--- src/rtl/cache_pkg.sv ---
// Shared types and helpers for the set-associative cache controller.
package cache_pkg;

    typedef enum logic [2:0] {
        IDLE,
        LOOKUP,
        WB_REQ,
        REFILL_REQ,
        REFILL_WAIT,
        WT_REQ,
        RESPOND
    } state_t;

    // Way index width; a direct-mapped cache still carries a 1-bit way index.
    function automatic int way_bits(input int ways);
        return (ways > 1) ? $clog2(ways) : 1;
    endfunction

endpackage

--- src/rtl/cache_way_select.sv ---
// Per-way tag compare for one set: hit detection (lowest way wins) and victim choice
// (lowest invalid way, otherwise the set's round-robin pointer).
module cache_way_select
    import cache_pkg::*;
#(
    parameter int WAYS  = 2,
    parameter int TAG_W = 28
) (
    input  logic [WAYS*TAG_W-1:0]     tags_i,
    input  logic [WAYS-1:0]           valid_i,
    input  logic [TAG_W-1:0]          tag_i,
    input  logic [way_bits(WAYS)-1:0] rr_ptr_i,
    output logic                      hit_o,
    output logic [way_bits(WAYS)-1:0] hit_way_o,
    output logic [way_bits(WAYS)-1:0] victim_o,
    output logic                      use_rr_o
);

    localparam int WAY_W = way_bits(WAYS);

    // Scanning from the top way down lets the lowest matching/invalid way overwrite the rest.
    always_comb begin
        // NOTE: every output gets a default before the loop so no path leaves one unassigned (no latch).
        hit_o     = 1'b0;
        hit_way_o = '0;
        victim_o  = rr_ptr_i;
        use_rr_o  = 1'b1;
        for (int w = WAYS - 1; w >= 0; w--) begin
            if (valid_i[w] && (tags_i[w*TAG_W +: TAG_W] == tag_i)) begin
                hit_o     = 1'b1;
                hit_way_o = WAY_W'(w);
            end
            if (!valid_i[w]) begin
                victim_o = WAY_W'(w);
                use_rr_o = 1'b0;
            end
        end
    end

endmodule

--- src/rtl/set_assoc_cache_ctrl.sv ---
// N-way set-associative cache controller with internal tag/valid/dirty/data arrays,
// refill FSM, write-back or write-through policy, round-robin replacement and hit/miss counters.
module set_assoc_cache_ctrl
    import cache_pkg::*;
#(
    parameter int ADDR_W     = 32,
    parameter int DATA_W     = 8,
    parameter int SETS       = 16,
    parameter int WAYS       = 2,
    parameter bit WRITE_BACK = 1'b1,
    parameter int CNT_W      = 16
) (
    input  logic              clk,
    input  logic              rst_n,
    input  logic              req_valid,
    output logic              req_ready,
    input  logic              req_we,
    input  logic [ADDR_W-1:0] req_addr,
    input  logic [DATA_W-1:0] req_wdata,
    output logic              rsp_valid,
    output logic              rsp_hit,
    output logic [DATA_W-1:0] rsp_rdata,
    output logic              mem_req_valid,
    input  logic              mem_req_ready,
    output logic              mem_req_we,
    output logic [ADDR_W-1:0] mem_req_addr,
    output logic [DATA_W-1:0] mem_req_wdata,
    input  logic              mem_rsp_valid,
    input  logic [DATA_W-1:0] mem_rsp_rdata,
    output logic [CNT_W-1:0]  hit_count,
    output logic [CNT_W-1:0]  miss_count
);

    localparam int IDX_W = $clog2(SETS);
    localparam int TAG_W = ADDR_W - IDX_W;
    localparam int WAY_W = way_bits(WAYS);

    state_t state_q, state_d;

    logic [TAG_W-1:0]  tag_q   [SETS][WAYS];
    logic [DATA_W-1:0] data_q  [SETS][WAYS];
    logic [WAYS-1:0]   valid_q [SETS];
    logic [WAYS-1:0]   dirty_q [SETS];
    logic [WAY_W-1:0]  rr_q    [SETS];

    logic              req_we_q;
    logic [ADDR_W-1:0] req_addr_q;
    logic [DATA_W-1:0] req_wdata_q;
    logic [WAY_W-1:0]  victim_q;
    logic              rsp_hit_q;
    logic [DATA_W-1:0] rsp_rdata_q;
    logic [ADDR_W-1:0] mem_addr_q;
    logic [DATA_W-1:0] mem_wdata_q;
    logic [CNT_W-1:0]  hit_cnt_q;
    logic [CNT_W-1:0]  miss_cnt_q;

    logic [IDX_W-1:0]      set_idx;
    logic [TAG_W-1:0]      req_tag;
    logic [WAYS*TAG_W-1:0] set_tags;
    logic                  hit;
    logic [WAY_W-1:0]      hit_way;
    logic [WAY_W-1:0]      victim;
    logic                  use_rr;
    logic                  evict;
    logic                  rr_adv;
    logic [WAY_W-1:0]      rr_next;

    logic              arr_we;
    logic [WAY_W-1:0]  arr_way;
    logic [DATA_W-1:0] arr_data;
    logic              arr_dirty;

    assign set_idx = req_addr_q[IDX_W-1:0];
    assign req_tag = req_addr_q[ADDR_W-1:IDX_W];

    always_comb begin
        set_tags = '0;
        for (int w = 0; w < WAYS; w++) begin
            set_tags[w*TAG_W +: TAG_W] = tag_q[set_idx][w];
        end
    end

    cache_way_select #(
        .WAYS  (WAYS),
        .TAG_W (TAG_W)
    ) u_way_select (
        .tags_i    (set_tags),
        .valid_i   (valid_q[set_idx]),
        .tag_i     (req_tag),
        .rr_ptr_i  (rr_q[set_idx]),
        .hit_o     (hit),
        .hit_way_o (hit_way),
        .victim_o  (victim),
        .use_rr_o  (use_rr)
    );

    // A dirty victim only exists in write-back mode; write-through never sets dirty.
    assign evict   = !hit && WRITE_BACK && valid_q[set_idx][victim] && dirty_q[set_idx][victim];
    assign rr_adv  = !hit && use_rr && (WRITE_BACK || !req_we_q);
    assign rr_next = (rr_q[set_idx] == WAY_W'(WAYS - 1)) ? '0 : rr_q[set_idx] + WAY_W'(1);

    always_comb begin
        state_d = state_q;
        unique case (state_q)
            IDLE:        if (req_valid) state_d = LOOKUP;
            LOOKUP: begin
                if (hit) begin
                    state_d = (req_we_q && !WRITE_BACK) ? WT_REQ : RESPOND;
                end else if (WRITE_BACK) begin
                    if (evict)         state_d = WB_REQ;
                    else if (req_we_q) state_d = RESPOND;
                    else               state_d = REFILL_REQ;
                end else begin
                    state_d = req_we_q ? WT_REQ : REFILL_REQ;
                end
            end
            WB_REQ:      if (mem_req_ready) state_d = req_we_q ? RESPOND : REFILL_REQ;
            REFILL_REQ:  if (mem_req_ready) state_d = REFILL_WAIT;
            REFILL_WAIT: if (mem_rsp_valid) state_d = RESPOND;
            WT_REQ:      if (mem_req_ready) state_d = RESPOND;
            RESPOND:     state_d = IDLE;
            default:     state_d = IDLE;
        endcase
    end

    // Single array write port: write hits, write-allocate installs and refill installs.
    always_comb begin
        arr_we    = 1'b0;
        arr_way   = victim_q;
        arr_data  = req_wdata_q;
        arr_dirty = 1'b0;
        unique case (state_q)
            LOOKUP: begin
                if (hit && req_we_q) begin
                    arr_we    = 1'b1;
                    arr_way   = hit_way;
                    arr_dirty = WRITE_BACK;
                end else if (!hit && WRITE_BACK && req_we_q && !evict) begin
                    arr_we    = 1'b1;
                    arr_way   = victim;
                    arr_dirty = 1'b1;
                end
            end
            WB_REQ: begin
                if (mem_req_ready && req_we_q) begin
                    arr_we    = 1'b1;
                    arr_dirty = 1'b1;
                end
            end
            REFILL_WAIT: begin
                if (mem_rsp_valid) begin
                    arr_we   = 1'b1;
                    arr_data = mem_rsp_rdata;
                end
            end
            default: ;
        endcase
    end

    always_ff @(posedge clk or negedge rst_n) begin
        if (!rst_n) state_q <= IDLE;
        else        state_q <= state_d;
    end

    // NOTE: tag/data arrays carry no reset; valid_q qualifies every entry so their contents never matter after reset.
    always_ff @(posedge clk) begin
        if (arr_we) begin
            tag_q[set_idx][arr_way]  <= req_tag;
            data_q[set_idx][arr_way] <= arr_data;
        end
    end

    always_ff @(posedge clk or negedge rst_n) begin
        if (!rst_n) begin
            for (int s = 0; s < SETS; s++) begin
                valid_q[s] <= '0;
                dirty_q[s] <= '0;
                rr_q[s]    <= '0;
            end
            req_we_q    <= 1'b0;
            req_addr_q  <= '0;
            req_wdata_q <= '0;
            victim_q    <= '0;
            rsp_hit_q   <= 1'b0;
            rsp_rdata_q <= '0;
            mem_addr_q  <= '0;
            mem_wdata_q <= '0;
            hit_cnt_q   <= '0;
            miss_cnt_q  <= '0;
        end else begin
            if (state_q == IDLE && req_valid) begin
                req_we_q    <= req_we;
                req_addr_q  <= req_addr;
                req_wdata_q <= req_wdata;
            end
            if (arr_we) begin
                valid_q[set_idx][arr_way] <= 1'b1;
                dirty_q[set_idx][arr_way] <= arr_dirty;
            end
            unique case (state_q)
                LOOKUP: begin
                    victim_q    <= victim;
                    rsp_hit_q   <= hit;
                    rsp_rdata_q <= req_we_q ? req_wdata_q : data_q[set_idx][hit_way];
                    if (evict) begin
                        mem_addr_q  <= {tag_q[set_idx][victim], set_idx};
                        mem_wdata_q <= data_q[set_idx][victim];
                    end else begin
                        mem_addr_q  <= req_addr_q;
                        mem_wdata_q <= req_wdata_q;
                    end
                    if (hit) begin
                        if (hit_cnt_q != '1) hit_cnt_q <= hit_cnt_q + CNT_W'(1);
                    end else begin
                        if (miss_cnt_q != '1) miss_cnt_q <= miss_cnt_q + CNT_W'(1);
                    end
                    if (rr_adv) rr_q[set_idx] <= rr_next;
                end
                WB_REQ:      if (mem_req_ready) mem_addr_q <= req_addr_q;
                REFILL_WAIT: if (mem_rsp_valid) rsp_rdata_q <= mem_rsp_rdata;
                default: ;
            endcase
        end
    end

    assign req_ready     = (state_q == IDLE);
    assign rsp_valid     = (state_q == RESPOND);
    assign rsp_hit       = rsp_hit_q;
    assign rsp_rdata     = rsp_rdata_q;
    assign mem_req_valid = (state_q == WB_REQ) || (state_q == REFILL_REQ) || (state_q == WT_REQ);
    assign mem_req_we    = (state_q == WB_REQ) || (state_q == WT_REQ);
    assign mem_req_addr  = mem_addr_q;
    assign mem_req_wdata = mem_wdata_q;
    assign hit_count     = hit_cnt_q;
    assign miss_count    = miss_cnt_q;

endmodule

--- config.mk ---
export PLATFORM = sky130hd
export DESIGN_NAME = set_assoc_cache_ctrl
export DESIGN_NICKNAME = d
export VERILOG_FILES = /design/src/rtl/cache_pkg.sv /design/src/rtl/cache_way_select.sv /design/src/rtl/set_assoc_cache_ctrl.sv
export SDC_FILE = /design/constraint.sdc
export NUM_CORES = 1
export LEC_CHECK = 0
export ABC_CLOCK_PERIOD_IN_PS = 13000
export BUFFER_PORTS_ARGS = -buffer_cell sky130_fd_sc_hd__buf_4
export CORE_MARGIN = 2
export CORE_UTILIZATION = 35
export DETAILED_ROUTE_END_ITERATION = 10
export PLACE_DENSITY = 0.47
export SYNTH_ARGS = -nofsm -noshare
export SYNTH_HDL_FRONTEND = slang
export SYNTH_SLANG_ARGS = --single-unit
--- constraint.sdc ---
create_clock -name clk -period 13 [get_ports clk]
set_input_delay 0.65 -clock clk [delete_from_list [all_inputs] [get_ports clk]]
set_output_delay 0.65 -clock clk [all_outputs]
set_load 0.03 [all_outputs]
==> flow_summary.yaml, run 1 <==
die:
  num_rows: 147
  die_x_um: 406
  dieArea_um2: 165000
  core_area_um2: 161000
  ioPinCount: 139
  die_h_um: 406
  initial_core_util_pct: 35.2
power_and_ir_drop:
  power_density_nw_per_um2: 257
  power_leakage_nw: 22.1
  peakVddDrop_mv: 0.150
  total_power_mw: 16.8
synth:
  synth.largest_area_cell: "edfxtp_1"
  synth_nets: 3287
  ys_ff_latch: 1358
  ys_async_sr_fraction_pct: 15.2
  synth_edf_count: 1152
  yosys_warnings: 0
  ys_top_cells_by_count: "edfxtp_1, mux4_2, nand2_1, dfrtp_1, mux2i_1"
  ys_seq_area_share_pct: 70.2
  yosys-top-cells-area: "edfxtp_1, mux4_2, dfrtp_1"
  synthCells: 3231
  postSynthAreaPerCell_um2: 17.5
  syn_area_um2: 56600
  netlist-cell-type-count: 80
  synth.most_common_cell: "edfxtp_1"
  synth_top_area_share_pct: 61.1
  ys.flop_type: "edfxtp_1"
final_layout:
  fin_nets: 3489
  drive_gt1_share_pct: 25.6
  postLayoutCoreUtil_pct: 40.7
  syn_to_final_growth_pct: 15.6
  num-fill-cells: 14400
sta:
  fin_setup_tns_ns: 0
  setup_viol: 0
  hold_viol: 0
  layout_setup_ws_ns: 4.65
  rsz0062_at_grt: "false"
  skew_ns: 0.0346
  max_freq_mhz: 120
  tightest_slew_ns: 1.39
  hold_slack_ns: 0.0631
  maxSlewViolCount: 0
  period_needed_ns: 8.35
  relSlewSlack_pct: 6.86
  finalCritPeriodShare_pct: 64.2
cts:
  cts_buffers: 150
  cts-root-buf: "clkbuf_16"
  cts.sinks: 1358
  cts_tree: "built"
  cts_resized: 0
  cts.path.max_buffers: 3
  clk_latency_ns: 0.80
  h-tree-depth: 4
  clkTransAtPathRegs_ns: 0.06
critical_path:
  critPathCaptureType: "flop"
  crit_required_ns: 13.42
  start_kind: "flop"
  crit_fanout: 42
  r2r_cells: 14
  reg2reg_slack_ns: 4.65
  cp.arrival_ns: 8.77
  crit_type: "flop to flop"
hold_path:
  min_path_type: "input pin to flop"
  min_path_cells: 3
flow_run:
  drv_cap: 0
placement:
  port_buffers: 138
  dp_slack_ns: 4.70
  dpl.hpwl_um: 114000
  gp_congestion: 0.918
routing:
  totalWireLength_um: 182000
  vias: 32400
  drt_pass1_iterations: 7
  ant_nets: 0
  drt_iter0_markers: 3731
  drc: 0
  wl_per_cell_um: 31.9
  routed_via_density: 5.67
global_routing:
  globalRouteOverflowTotal: 0
  grt.total_usage_pct: 22.1
  grt_first_pass_wirelength_um: 255000
  grt_max_degree: 107
  antenna_found_initial: 12
  grt_pass1_vias: 32700
outcome:
  status: "finished, final reports clean"
==> logic make-up after synthesis <==
family,Yosys count,synth area share [%]
flip-flops,1358,70.2
multiplexers,586,17.0
AND/OR/NAND/NOR,543,4.39
AO/OA/AOI/OAI,418,5.01
buffers and inverters,237,2.02
XOR/XNOR,87,1.35
adder cells (fa/ha/maj),2,0.0442
==> report_power, final <==
group	leakage [nW]	internal [mW]	switching, mW
Clock	2.34	2.38	1.80
Sequential	13.1	5.63	0.358
Combinational	6.70	2.20	4.42
==> critical path, stage by stage (launching register included) <==
cell and delay [ns]:
dfrtp_4 0.81, buf_4 0.75, nor2b_2 1.23, a22oi_1 0.17, nand2_1 0.31, o221ai_1 0.15
o32a_1 0.41, nor4_1 0.63, nand4_1 0.58, nand2_1 0.47, o22ai_1 0.15, buf_4 0.22
nand2b_2 0.71, nor2_4 0.62, buf_4 0.52
==> layer usage <==
metal | GRT usage [%] | up-vias | share of wire (%)
li1 | - | 13300 | -
met1 | 32.2 | 17400 | 44
met2 | 32.4 | 1499 | 44
met3 | 5.89 | 261 | 9.1
met4 | 6.23 | 2 | 2.6
met5 | 0 | - | 0.0060
==> worst paths after layout <==
path,to,start
min,req_addr_q[9],req_addr[9]
max,tag_q[11][32],req_addr_q[0]
min in group asynchronous,miss_count[15],rst_n
max reg2reg,tag_q[11][32],req_addr_q[0]
max in group asynchronous,req_addr_q[3],rst_n
min reg2reg,valid_q[25],valid_q[25]
==> per-stage QoR <==
stage / std cells / area, um2
floorplan: 3231 / 56600
global placement: 5438 / 60500
detailed placement: 5438 / 60500
CTS: 5714 / 65400
global route: 5714 / 65400
finish: 5715 / 65400
==> flip-flops by register name, summed over array words and instances, names as in the netlist <==
name and flops:
tag_q 896, req_we_q 1, data_q 256, miss_count 16, valid_q 32, hit_count 16, rsp_rdata 8, mem_req_wdata 8
req_addr_q 32, rr_q 16, mem_req_addr 32, req_wdata_q 8, victim_q 1, state_q 3, dirty_q 32, rsp_hit 1
==> area by class of cell <==
cell class | instances | area (um2) | area share (%)
Sequential cell | 1358 | 39800 | 60.8
Timing Repair Buffer | 248 | 1930 | 2.95
Clock buffer | 212 | 4170 | 6.37
Antenna cell | 1 | 2.50 | 0.00383
Multi-Input combinational cell | 1636 | 16000 | 24.4
Clock inverter | 61 | 696 | 1.06
Inverter | 39 | 149 | 0.228
Tap cell | 2160 | 2700 | 4.13
==> placed cells by master, fill, tap and decap left out, drive strengths merged, types with 23 or more instances in the layout <==
| cell | synthesis | layout |
|---|---|---|
| xnor2 | 67 | 67 |
| mux2i | 207 | 207 |
| nor2 | 116 | 116 |
| nand2 | 245 | 245 |
| nor3 | 32 | 32 |
| o22ai | 35 | 35 |
| a21oi | 50 | 50 |
| a22oi | 48 | 48 |
| inv | 36 | 41 |
| edfxtp | 1152 | 1152 |
| buf | 115 | 245 |
| nand4 | 26 | 26 |
| mux4 | 288 | 288 |
| clkinv | 3 | 48 |
| nand3 | 23 | 23 |
| mux2 | 91 | 91 |
| o21ai | 113 | 113 |
| dfrtp | 206 | 206 |
| clkbuf | 83 | 212 |
==> repair_timing <==
action | in CTS | in global routing
hold endpoints to repair | 57 | 0
buffers inserted | 0 | 0
endpoints found under the setup margin | 0 | 0
hold buffers | 3 | 0
Note: power is estimated with default switching activity, not from simulation.
==> run 2: changes to the inputs <==
--- a/config.mk
+++ b/config.mk
@@ -5,12 +5,12 @@
 export SDC_FILE = /design/constraint.sdc
 export NUM_CORES = 1
 export LEC_CHECK = 0
-export ABC_CLOCK_PERIOD_IN_PS = 13000
+export ABC_CLOCK_PERIOD_IN_PS = 6800
 export BUFFER_PORTS_ARGS = -buffer_cell sky130_fd_sc_hd__buf_4
 export CORE_MARGIN = 2
 export CORE_UTILIZATION = 35
 export DETAILED_ROUTE_END_ITERATION = 10
-export PLACE_DENSITY = 0.47
+export PLACE_DENSITY = 0.48
 export SYNTH_ARGS = -nofsm -noshare
 export SYNTH_HDL_FRONTEND = slang
 export SYNTH_SLANG_ARGS = --single-unit
==> constraint.sdc (replaced) <==
create_clock -name clk -period 6.8 [get_ports clk]
set_input_delay 0.34 -clock clk [delete_from_list [all_inputs] [get_ports clk]]
set_output_delay 0.34 -clock clk [all_outputs]
set_load 0.03 [all_outputs]
==> run 2 against run 1 <==
Against the previous run: global-route usage rose by 0.51 points; setup slack got worse by 4.4 ns; first-iteration DRC count rose by 3.6%; count of clock-buffer cells in the layout fell by 23; cell area rose by 2.3%; critical path depth did not move; largest cell class unchanged.
==> flow_summary.yaml, run 2 (synthesis results as in run 1) <==
critical_path:
  critPathSlowestCell: "dfrtp_4"
  crit_type: "flop to flop"
  crit_fanout: 44
  max_stage_delay_ns: 1.02
  startpoint: "req_addr_q[0]"
  crit_required_ns: 7.28
  r2r_cells: 14
  cp.arrival_ns: 7.07
  start_kind: "flop"
  r2r_start: "req_addr_q[0]"
  cp_common_cell: "buf_4"
  critPathCaptureType: "flop"
  cp_cell_sequence: "nand2_1 -> buf_4 -> o22ai_1 -> nor3_1 -> nor3_1 -> a31oi_1 -> nor4_1 -> nand4_1 -> buf_4 -> a21oi_1 -> o211ai_4 -> or2_2 -> nor2_4 -> buf_4"
power_and_ir_drop:
  switching_power_mw: 12.1
  power_leakage_nw: 22.8
  seq_power_share_pct: 36.1
  intPower_mw: 19.8
  swShare_pct: 38.0
  p_clk_share_pct: 25.6
  pwr-share-comb_pct: 38.3
  peakVddDrop_mv: 0.377
  total_power_mw: 32.0
  power_density_nw_per_um2: 478
cts:
  clkTransAtPathRegs_ns: 0.06
  cts_tree: "built"
  cts-root-buf: "clkbuf_16"
  cts.sinks: 1358
  cts.path.max_buffers: 3
  cts_buffers: 152
  h-tree-depth: 4
  clk_latency_ns: 0.80
  post_cts_buffers: 0
global_routing:
  grt.total_usage_pct: 22.6
  grt_pass1_vias: 32500
  globalRouteOverflowTotal: 0
  antenna_found_initial: 4
  grt_first_pass_wirelength_um: 260000
  grt_max_degree: 118
final_layout:
  largest_reg_flops: 896
  layout_commonest_cell: "edfxtp_1"
  postLayoutCoreUtil_pct: 41.7
  drive_gt1_share_pct: 26.8
  fin_nets: 3598
  final_cell_mix: "edfxtp_1, mux4_2, buf_4, nand2_1, mux2i_1"
  num-fill-cells: 14300
  syn_to_final_growth_pct: 18.2
  regMostFlops: "tag_q"
  antenna_cells: 0
  final_area_um2: 66900
  stdcell_count: 5826
  top_regs: "tag_q: 896 flops, data_q: 256 flops"
die:
  num_rows: 147
  ioPinCount: 139
  die_h_um: 406
  dieArea_um2: 165000
  initial_core_util_pct: 35.2
  die_x_um: 406
  core_area_um2: 161000
routing:
  drt_pass1_iterations: 6
  wl_per_cell_um: 31.8
  ant_nets: 0
  drt_iter0_markers: 3867
  drc: 0
  routed_via_density: 5.51
  vias: 32100
  totalWireLength_um: 185000
hold_path:
  min_path_type: "input pin to flop"
  holdCritStartpoint: "req_addr[22]"
  min_path_cells: 3
sta:
  tightest_slew_ns: 1.18
  maxSlewViolCount: 0
  setup_viol: 0
  relSlewSlack_pct: 21.3
  finalCritPeriodShare_pct: 96.9
  fin_setup_tns_ns: 0
  skew_ns: 0.0344
  hold_slack_ns: 0.0304
  rsz0062_at_grt: "false"
  max_freq_mhz: 152
  layout_setup_ws_ns: 0.211
  hold_viol: 0
  period_needed_ns: 6.59
placement:
  numPlacedInstances: 5497
  dpl.hpwl_um: 114000
  gp_congestion: 0.897
  placed_cell_area_um2: 61500
  dp_slack_ns: 0.348
  port_buffers: 138
flow_run:
  drv_cap: 0
outcome:
  status: "finished, final reports clean"
==> run 2: cell types whose count changed in the layout (fill, tap and decap cells not counted), moves of 3 or more <==
cell	previous run	this run
buf_12	4	44
buf_4	240	259
bufinv_16	6	11
clkbuf_1	45	26
clkbuf_16	151	156
clkbuf_8	16	7
clkinv_1	21	30
clkinv_16	6	1
clkinv_2	15	29
dlygate4sd3_1	3	51
inv_6	1	4
==> run 2: path summary, 6_finish.rpt <==
check	endpoint	slack, ns
setup / recovery	data_q[10][2]	0.21
hold / removal	req_addr_q[22]	0.03
setup reg to reg	data_q[10][2]	0.21
hold reg to reg	valid_q[29]	0.46
max in group asynchronous	req_addr_q[2]	5.17
min in group asynchronous	miss_count[8]	0.16
==> run 2: cell type report <==
class / count / area (um2) / share of cell area [%]
Sequential cell: 1358 / 39800 / 59.4
Multi-Input combinational cell: 1636 / 16000 / 23.9
Clock buffer: 189 / 4100 / 6.12
Timing Repair Buffer: 355 / 3350 / 5.01
Tap cell: 2160 / 2700 / 4.04
Clock inverter: 89 / 852 / 1.27
Inverter: 39 / 149 / 0.223
==> run 2: routing by layer <==
layer / up-vias / wire length (um) / track usage (%)
met3: 254 / 11600 / 4.13
met1: 17200 / 82000 / 32.3
met5: - / 0 / 0
met4: 0 / 5480 / 6.89
li1: 13500 / - / -
met2: 1178 / 86200 / 35.1
==> run 2: timing repair <==
action	in CTS	in global routing
hold buffers	51	0
gates resized for setup	0	0
hold endpoints to repair	139	0
==> run 2: worst max-delay path, delay by kind of cell, from the launching register on <==
family                 cells  cell delay [ns]
AND/OR/NAND/NOR            7             3.22
AO/OA/AOI/OAI              4             0.94
buffers and inverters      3             0.97
flip-flops                 1             1.02
==> run 2: power by group through the flow <==
stage | Sequential, mW | Clock, mW | Combinational (mW)
floorplan | 11.8 | 0 | 6.97
global placement | 11.7 | 0 | 12.2
detailed placement | 11.7 | 0 | 12.2
CTS | 11.6 | 8.34 | 12.2
global route | 11.6 | 8.69 | 12.9
finish | 11.6 | 8.19 | 12.2
